$ cat src/rtl/vga_pkg.sv
// Shared timing constants and types for the 640x480 scan-out of the 320x240x24 frame buffer.
package vga_pkg;

  localparam int DEF_H_ACTIVE = 640;
  localparam int DEF_H_FRONT  = 16;
  localparam int DEF_H_SYNC   = 96;
  localparam int DEF_H_BACK   = 48;
  localparam int DEF_V_ACTIVE = 480;
  localparam int DEF_V_FRONT  = 10;
  localparam int DEF_V_SYNC   = 2;
  localparam int DEF_V_BACK   = 33;
  localparam int DEF_SRC_WIDTH = 320;

  localparam int H_TOTAL  = DEF_H_ACTIVE + DEF_H_FRONT + DEF_H_SYNC + DEF_H_BACK;
  localparam int V_TOTAL  = DEF_V_ACTIVE + DEF_V_FRONT + DEF_V_SYNC + DEF_V_BACK;
  localparam int FB_DEPTH = 76800;
  localparam int ADDR_W   = 17;

  typedef struct packed {
    logic [7:0] r;
    logic [7:0] g;
    logic [7:0] b;
  } rgb_t;

  // Timing flags, all asserted-high; polarity is applied at the output register.
  typedef struct packed {
    logic active;
    logic hsync;
    logic vsync;
    logic frame_start;
  } ctrl_t;

  // y*320 + x as two shifted copies of y, avoiding a multiplier.
  function automatic logic [ADDR_W-1:0] fb_addr_320(input logic [8:0] x, input logic [7:0] y);
    return {1'b0, y, 8'b0} + {3'b0, y, 6'b0} + {8'b0, x};
  endfunction

endpackage

$ cat src/rtl/vga_timing_gen.sv
// Horizontal/vertical counters and stage-0 timing flags; enable low parks the raster at the origin.
module vga_timing_gen
  import vga_pkg::*;
#(
  parameter int H_ACTIVE = DEF_H_ACTIVE,
  parameter int H_FRONT  = DEF_H_FRONT,
  parameter int H_SYNC   = DEF_H_SYNC,
  parameter int H_BACK   = DEF_H_BACK,
  parameter int V_ACTIVE = DEF_V_ACTIVE,
  parameter int V_FRONT  = DEF_V_FRONT,
  parameter int V_SYNC   = DEF_V_SYNC,
  parameter int V_BACK   = DEF_V_BACK
) (
  input  logic       clk,
  input  logic       rst_n,
  input  logic       enable,
  output logic [9:0] h_count,
  output logic [9:0] v_count,
  output ctrl_t      ctrl
);

  localparam logic [9:0] H_LAST   = 10'(H_ACTIVE + H_FRONT + H_SYNC + H_BACK - 1);
  localparam logic [9:0] V_LAST   = 10'(V_ACTIVE + V_FRONT + V_SYNC + V_BACK - 1);
  localparam logic [9:0] H_ACT    = 10'(H_ACTIVE);
  localparam logic [9:0] V_ACT    = 10'(V_ACTIVE);
  localparam logic [9:0] HS_START = 10'(H_ACTIVE + H_FRONT);
  localparam logic [9:0] HS_END   = 10'(H_ACTIVE + H_FRONT + H_SYNC);
  localparam logic [9:0] VS_START = 10'(V_ACTIVE + V_FRONT);
  localparam logic [9:0] VS_END   = 10'(V_ACTIVE + V_FRONT + V_SYNC);

  always_ff @(posedge clk or negedge rst_n) begin
    if (!rst_n) begin
      h_count <= '0;
      v_count <= '0;
    end else if (!enable) begin
      h_count <= '0;
      v_count <= '0;
    end else if (h_count == H_LAST) begin
      h_count <= '0;
      v_count <= (v_count == V_LAST) ? '0 : v_count + 10'd1;
    end else begin
      h_count <= h_count + 10'd1;
    end
  end

  // Flags are gated by enable so a disabled raster reads as blank with syncs idle.
  always_comb begin
    ctrl.active      = enable && (h_count < H_ACT) && (v_count < V_ACT);
    ctrl.hsync       = enable && (h_count >= HS_START) && (h_count < HS_END);
    ctrl.vsync       = enable && (v_count >= VS_START) && (v_count < VS_END);
    ctrl.frame_start = enable && (h_count == '0) && (v_count == '0);
  end

endmodule

$ cat src/rtl/vga_framebuffer_scanout.sv
// VGA scan-out: 2x2-replicated frame-buffer reads, 3-clock aligned pipeline, registered DAC outputs.
module vga_framebuffer_scanout
  import vga_pkg::*;
#(
  parameter int H_ACTIVE        = DEF_H_ACTIVE,
  parameter int H_FRONT         = DEF_H_FRONT,
  parameter int H_SYNC          = DEF_H_SYNC,
  parameter int H_BACK          = DEF_H_BACK,
  parameter int V_ACTIVE        = DEF_V_ACTIVE,
  parameter int V_FRONT         = DEF_V_FRONT,
  parameter int V_SYNC          = DEF_V_SYNC,
  parameter int V_BACK          = DEF_V_BACK,
  parameter int SRC_WIDTH       = DEF_SRC_WIDTH,
  parameter int SYNC_ACTIVE_LOW = 1
) (
  input  logic              ul1Clock,
  input  logic              ul1Reset_n,
  input  logic              ul1Enable,
  output logic [ADDR_W-1:0] poul17ReadAddress,
  input  logic [23:0]       piul24ReadData,
  output logic [7:0]        poul8Red,
  output logic [7:0]        poul8Green,
  output logic [7:0]        poul8Blue,
  output logic              poul1HSync,
  output logic              poul1VSync,
  output logic              poul1Blank_n,
  output logic              poul1Sync_n,
  output logic              poul1FrameStart
);

  localparam logic SYNC_IDLE = (SYNC_ACTIVE_LOW != 0);

  logic [9:0]        h_p0;
  logic [9:0]        v_p0;
  ctrl_t             ctrl_p0;
  ctrl_t             ctrl_p1;
  ctrl_t             ctrl_p2;
  logic [ADDR_W-1:0] addr_p1;
  rgb_t              rgb_p3;
  logic              vld_p3;
  logic              hsync_p3;
  logic              vsync_p3;
  logic              frame_start_p3;

  function automatic logic sync_level(input logic asserted);
    return (SYNC_ACTIVE_LOW != 0) ? ~asserted : asserted;
  endfunction

  // Source pixel address for a display coordinate; each source pixel covers a 2x2 block.
  function automatic logic [ADDR_W-1:0] pixel_addr(input logic [9:0] h, input logic [9:0] v);
    logic [8:0] x;
    logic [8:0] y;
    x = 9'(h >> 1);
    y = 9'(v >> 1);
    if (SRC_WIDTH == 320) return fb_addr_320(x, y[7:0]);
    else return ADDR_W'(int'(y) * SRC_WIDTH + int'(x));
  endfunction

  vga_timing_gen #(
    .H_ACTIVE (H_ACTIVE),
    .H_FRONT  (H_FRONT),
    .H_SYNC   (H_SYNC),
    .H_BACK   (H_BACK),
    .V_ACTIVE (V_ACTIVE),
    .V_FRONT  (V_FRONT),
    .V_SYNC   (V_SYNC),
    .V_BACK   (V_BACK)
  ) u_timing (
    .clk     (ul1Clock),
    .rst_n   (ul1Reset_n),
    .enable  (ul1Enable),
    .h_count (h_p0),
    .v_count (v_p0),
    .ctrl    (ctrl_p0)
  );

  // Stage 1: read address issue; stage 2: buffer data returns alongside ctrl_p2.
  always_ff @(posedge ul1Clock or negedge ul1Reset_n) begin
    if (!ul1Reset_n) begin
      addr_p1 <= '0;
      ctrl_p1 <= '0;
      ctrl_p2 <= '0;
    end else begin
      addr_p1 <= ctrl_p0.active ? pixel_addr(h_p0, v_p0) : '0;
      ctrl_p1 <= ctrl_p0;
      ctrl_p2 <= ctrl_p1;
    end
  end

  // Stage 3: DAC output registers.
  always_ff @(posedge ul1Clock or negedge ul1Reset_n) begin
    if (!ul1Reset_n) begin
      rgb_p3         <= '0;
      vld_p3         <= 1'b0;
      hsync_p3       <= SYNC_IDLE;
      vsync_p3       <= SYNC_IDLE;
      frame_start_p3 <= 1'b0;
    end else begin
      rgb_p3         <= ctrl_p2.active ? rgb_t'(piul24ReadData) : '0;
      vld_p3         <= ctrl_p2.active;
      hsync_p3       <= sync_level(ctrl_p2.hsync);
      vsync_p3       <= sync_level(ctrl_p2.vsync);
      frame_start_p3 <= ctrl_p2.frame_start;
    end
  end

  assign poul17ReadAddress = addr_p1;
  assign poul8Red          = rgb_p3.r;
  assign poul8Green        = rgb_p3.g;
  assign poul8Blue         = rgb_p3.b;
  assign poul1HSync        = hsync_p3;
  assign poul1VSync        = vsync_p3;
  assign poul1Blank_n      = vld_p3;
  assign poul1Sync_n       = 1'b1;
  assign poul1FrameStart   = frame_start_p3;

endmodule
$ cat config.mk
export PLATFORM = sky130hd
export DESIGN_NAME = vga_framebuffer_scanout
export DESIGN_NICKNAME = d
export VERILOG_FILES = /design/src/rtl/vga_pkg.sv /design/src/rtl/vga_timing_gen.sv /design/src/rtl/vga_framebuffer_scanout.sv
export SDC_FILE = /design/constraint.sdc
export NUM_CORES = 1
export LEC_CHECK = 0
export ABC_AREA = 1
export BUFFER_PORTS_ARGS = -buffer_cell sky130_fd_sc_hd__buf_2
export CAP_MARGIN = 0
export CORE_ASPECT_RATIO = 0.9
export CORE_MARGIN = 2
export CORE_UTILIZATION = 54
export CTS_BUF_LIST = sky130_fd_sc_hd__clkbuf_4 sky130_fd_sc_hd__clkbuf_8
export CTS_CLUSTER_DIAMETER = 60
export DETAILED_ROUTE_END_ITERATION = 7
export GPL_TIMING_DRIVEN = 0
export PLACE_DENSITY = 0.79
export SLEW_MARGIN = 25
export SYNTH_ARGS = -nofsm -noshare
export SYNTH_HDL_FRONTEND = slang
export SYNTH_SLANG_ARGS = --single-unit
$ cat constraint.sdc
create_clock -name ul1Clock -period 2.55 [get_ports ul1Clock]
set_input_delay 0.3825 -clock ul1Clock [delete_from_list [all_inputs] [get_ports ul1Clock]]
set_output_delay 0.3825 -clock ul1Clock [all_outputs]
set_load 0.02 [all_outputs]
==> results.yml <==
routing:
  routed_wl_um: 6970
  first_pass_iters: 4
  drtIter0Drc: 133
  viasPerCell: 4.78
  wl_per_cell_um: 11.8
  remaining_drc_errors: 0
  ant_nets: 0
  vias: 2814
sta:
  whs_ns: 0.228
  slew_violations: 0
  skew_ns: 0.00919
  rsz0062_at_grt: "no"
  finalHoldViolations: 0
  setup_viol: 0
  timing.setup.tns_ns: 0
  finalCritPeriodShare: 0.890
  period_minus_slack_ns: 2.27
  max_freq_mhz: 441
placed_design:
  dp_hpwl_um: 5190
  dp_cells: 572
  portBuffers: 70
  place.gp.congestion: 0.902
run:
  maxCapViolations: 0
yosys:
  syn-cell-area_sq_um: 3540
  yosysSeqAreaShare: 0.516
  netlist_top_cells_area: "dfrtp_1 (50%), nand2_1 (11%), inv_1 (7.9%)"
  synth_warnings: 0
  postSynthAreaPerCell_sq_um: 8.56
  yosysTopAreaCellShare: 0.501
  synth_cell_type_count: 30
  syn_inst: 414
  synth.largest_area_cell: "dfrtp_1"
  synth-seq-cells: 73
  syn_nets: 462
floorplanning:
  initial_core_util: 0.567
  io_pins: 73
  die_h_um: 80.9
  core_area_sq_um: 6250
  dieArea_sq_um: 7230
  die_w_um: 89.4
  rows: 27
final_layout:
  layoutNonFillerInstCount: 589
  syn_to_final_growth_pct: 19.4
  nets: 545
  diodes: 0
  post-route-util: 0.677
  fillers: 462
  drive_gt1_frac: 0.221
pwr:
  power.density_nw_per_um2: 531
  ir_worst_vdd_mv: 0.372
  internal-power_mw: 1.71
  p_sw_mw: 0.542
  p_comb_frac: 0.071
  switching_share: 0.241
  p_clk_frac: 0.394
  p_seq_frac: 0.534
  leakage_nw: 2.54
clock_network:
  clk_latency_ns: 0.34
  clock-sinks: 73
  cts_tree: "built"
  clockBufferDepth: 2
  cts_hold_buf: 1
  cts_setup_buffers: 0
  numCtsBuffers: 9
  cts_max_level: 3
  ctsResizeCount: 0
  clk_pin_slew_worst_paths_ns: 0.08
  root_buffer: "clkbuf_8"
setup_path:
  end_kind: "register"
  cp_data_required_time_ns: 2.78
  cp_slowest_cell: "fa_1"
  arrival_ns: 2.50
  critPathMaxStageDelay_ns: 0.49
  path_class: "reg2reg"
  cp-start-kind: "register"
  crit_chain: "inv_1 -> fa_1 -> fa_1 -> inv_1 -> nand3_1 -> nand2_1 -> nand2_1 -> a21oi_1 -> nor2_1"
  crit_path_max_fanout: 6
global_route:
  antenna_found_initial: 0
  grt_pass1_wl_um: 11700
  grt_use_total: 0.210
  grt_pass1_vias: 2704
  overflow: 0
  grt_max_degree: 43
outcome:
  status: "finished, final reports clean"
min_path:
  hp-class: "in2reg"
-- power groups by stage --
stage | logic (mW) | registers (mW) | clock network (mW)
floorplan | 0.0476 | 1.25 | 0
global placement | 0.154 | 1.22 | 0
detailed placement | 0.162 | 1.22 | 0
CTS | 0.164 | 1.20 | 0.916
global route | 0.182 | 1.20 | 0.974
finish | 0.160 | 1.20 | 0.887
-- cell type report --
| cell class | instances | area (sq um) | share of cell area |
|---|---|---|---|
| repair buffers | 72 | 383 | 0.0904 |
| plain buffers | 10 | 61.3 | 0.0145 |
| inverters | 76 | 285 | 0.0674 |
| clock inverters | 6 | 66.3 | 0.0157 |
| flip-flops and latches | 73 | 1830 | 0.432 |
| clock buffers | 10 | 131 | 0.0310 |
| well taps | 87 | 109 | 0.0257 |
| multi-input cells | 255 | 1370 | 0.323 |
-- logic make-up after synthesis --
kind of cell / synth area share
fa+ha+maj: 0.0784
flops: 0.516
buf+inv: 0.0978
compound gates: 0.0244
simple gates: 0.270
xor+xnor: 0.0124
other cells: 0.00106
-- placed cells by master, fill, tap and decap left out, types with 2 or more instances in the layout --
master      synthesis  routed
nand2_1           102     102
inv_1              75      75
buf_2               4      73
dfrtp_1            71      71
nor2_1             46      46
nand3_1            36      36
ha_1               19      19
a21oi_1            10      10
nand4_1            10      10
clkbuf_8            0       9
nor2_2              5       5
buf_4               3       4
xor2_1              3       3
o21ai_0             3       3
clkinvlp_4          0       3
nand2_2             2       2
nor2_8              2       2
nor3b_1             2       2
clkbuf_1            2       2
nand3_2             2       2
xnor2_1             2       2
nor3_1              2       2
o21bai_1            2       2
fa_1                2       2
dfstp_2             2       2
-- metrics by stage --
step	power (mW)	worst slack, ns	instance area, sq um
finish	2.25	0.282	4230
floorplan	1.30	0.534	3540
global placement	1.38	0.336	4000
CTS	2.28	0.292	4230
detailed placement	1.39	0.310	4030
global route	2.36	0.134	4230
-- per-layer routing --
metal	global-route usage	vias up	part of all wire	wire, um
met1	0.263	1272	0.44	3080
met2	0.348	102	0.48	3320
li1	-	1434	-	-
met5	0	-	0	0
met3	0.0691	6	0.077	535
met4	0.0627	0	0.0050	35
-- flip-flops by register name (all words and copies together), names as in the netlist --
signal / cells
poul1VSync: 1
poul1FrameStart: 1
poul1Blank_n: 1
u_timing.h_count: 10
poul1HSync: 1
u_timing.v_count: 10
ctrl_p1: 4
poul8Green: 8
ctrl_p2: 4
poul8Blue: 8
poul17ReadAddress: 17
poul8Red: 8
-- synth_stat cells --
cell	count
clkbuf_1	2
nand2_4	1
buf_4	3
a31oi_1	1
nor2_2	5
nand4_2	1
dfstp_2	2
nand2_2	2
nand3_1	36
dfrtp_1	71
ha_1	19
nor4_1	1
fa_1	2
nand3_2	2
xor2_1	3
o21ai_0	3
inv_1	75
nand4_1	10
a21oi_1	10
nor3_1	2
conb_1	1
nand2_1	102
inv_2	1
o21bai_1	2
xnor2_1	2
nor2_1	46
buf_6	1
buf_2	4
nor2_8	2
nor3b_1	2
-- path summary, 6_finish.rpt --
check / start / end / slack (ns) / depth (start not counted)
min: piul24ReadData[14] / poul8Green[6]$_DFF_PN0_ / 0.23 / 3
max in group asynchronous: ul1Reset_n / poul1VSync$_DFF_PN1_ / 1.42 / 3
min reg2reg: ctrl_p2[2]$_DFF_PN0_ / poul1HSync$_DFF_PN1_ / 0.35 / 1
min in group asynchronous: ul1Reset_n / poul8Blue[1]$_DFF_PN0_ / 0.53 / 2
max: u_timing.v_count[3]$_DFFE_PN0P_ / poul17ReadAddress[15]$_DFF_PN0_ / 0.28 / 9
max reg2reg: u_timing.v_count[3]$_DFFE_PN0P_ / poul17ReadAddress[15]$_DFF_PN0_ / 0.28 / 9
-- worst max-delay path: cells and delay by family (launching register included) --
kind / cells / cell delay, ns
flops: 1 / 0.46
buf+inv: 2 / 0.26
compound gates: 1 / 0.13
fa+ha+maj: 2 / 0.97
simple gates: 4 / 0.35
Note: power is estimated with default switching activity, not from simulation.
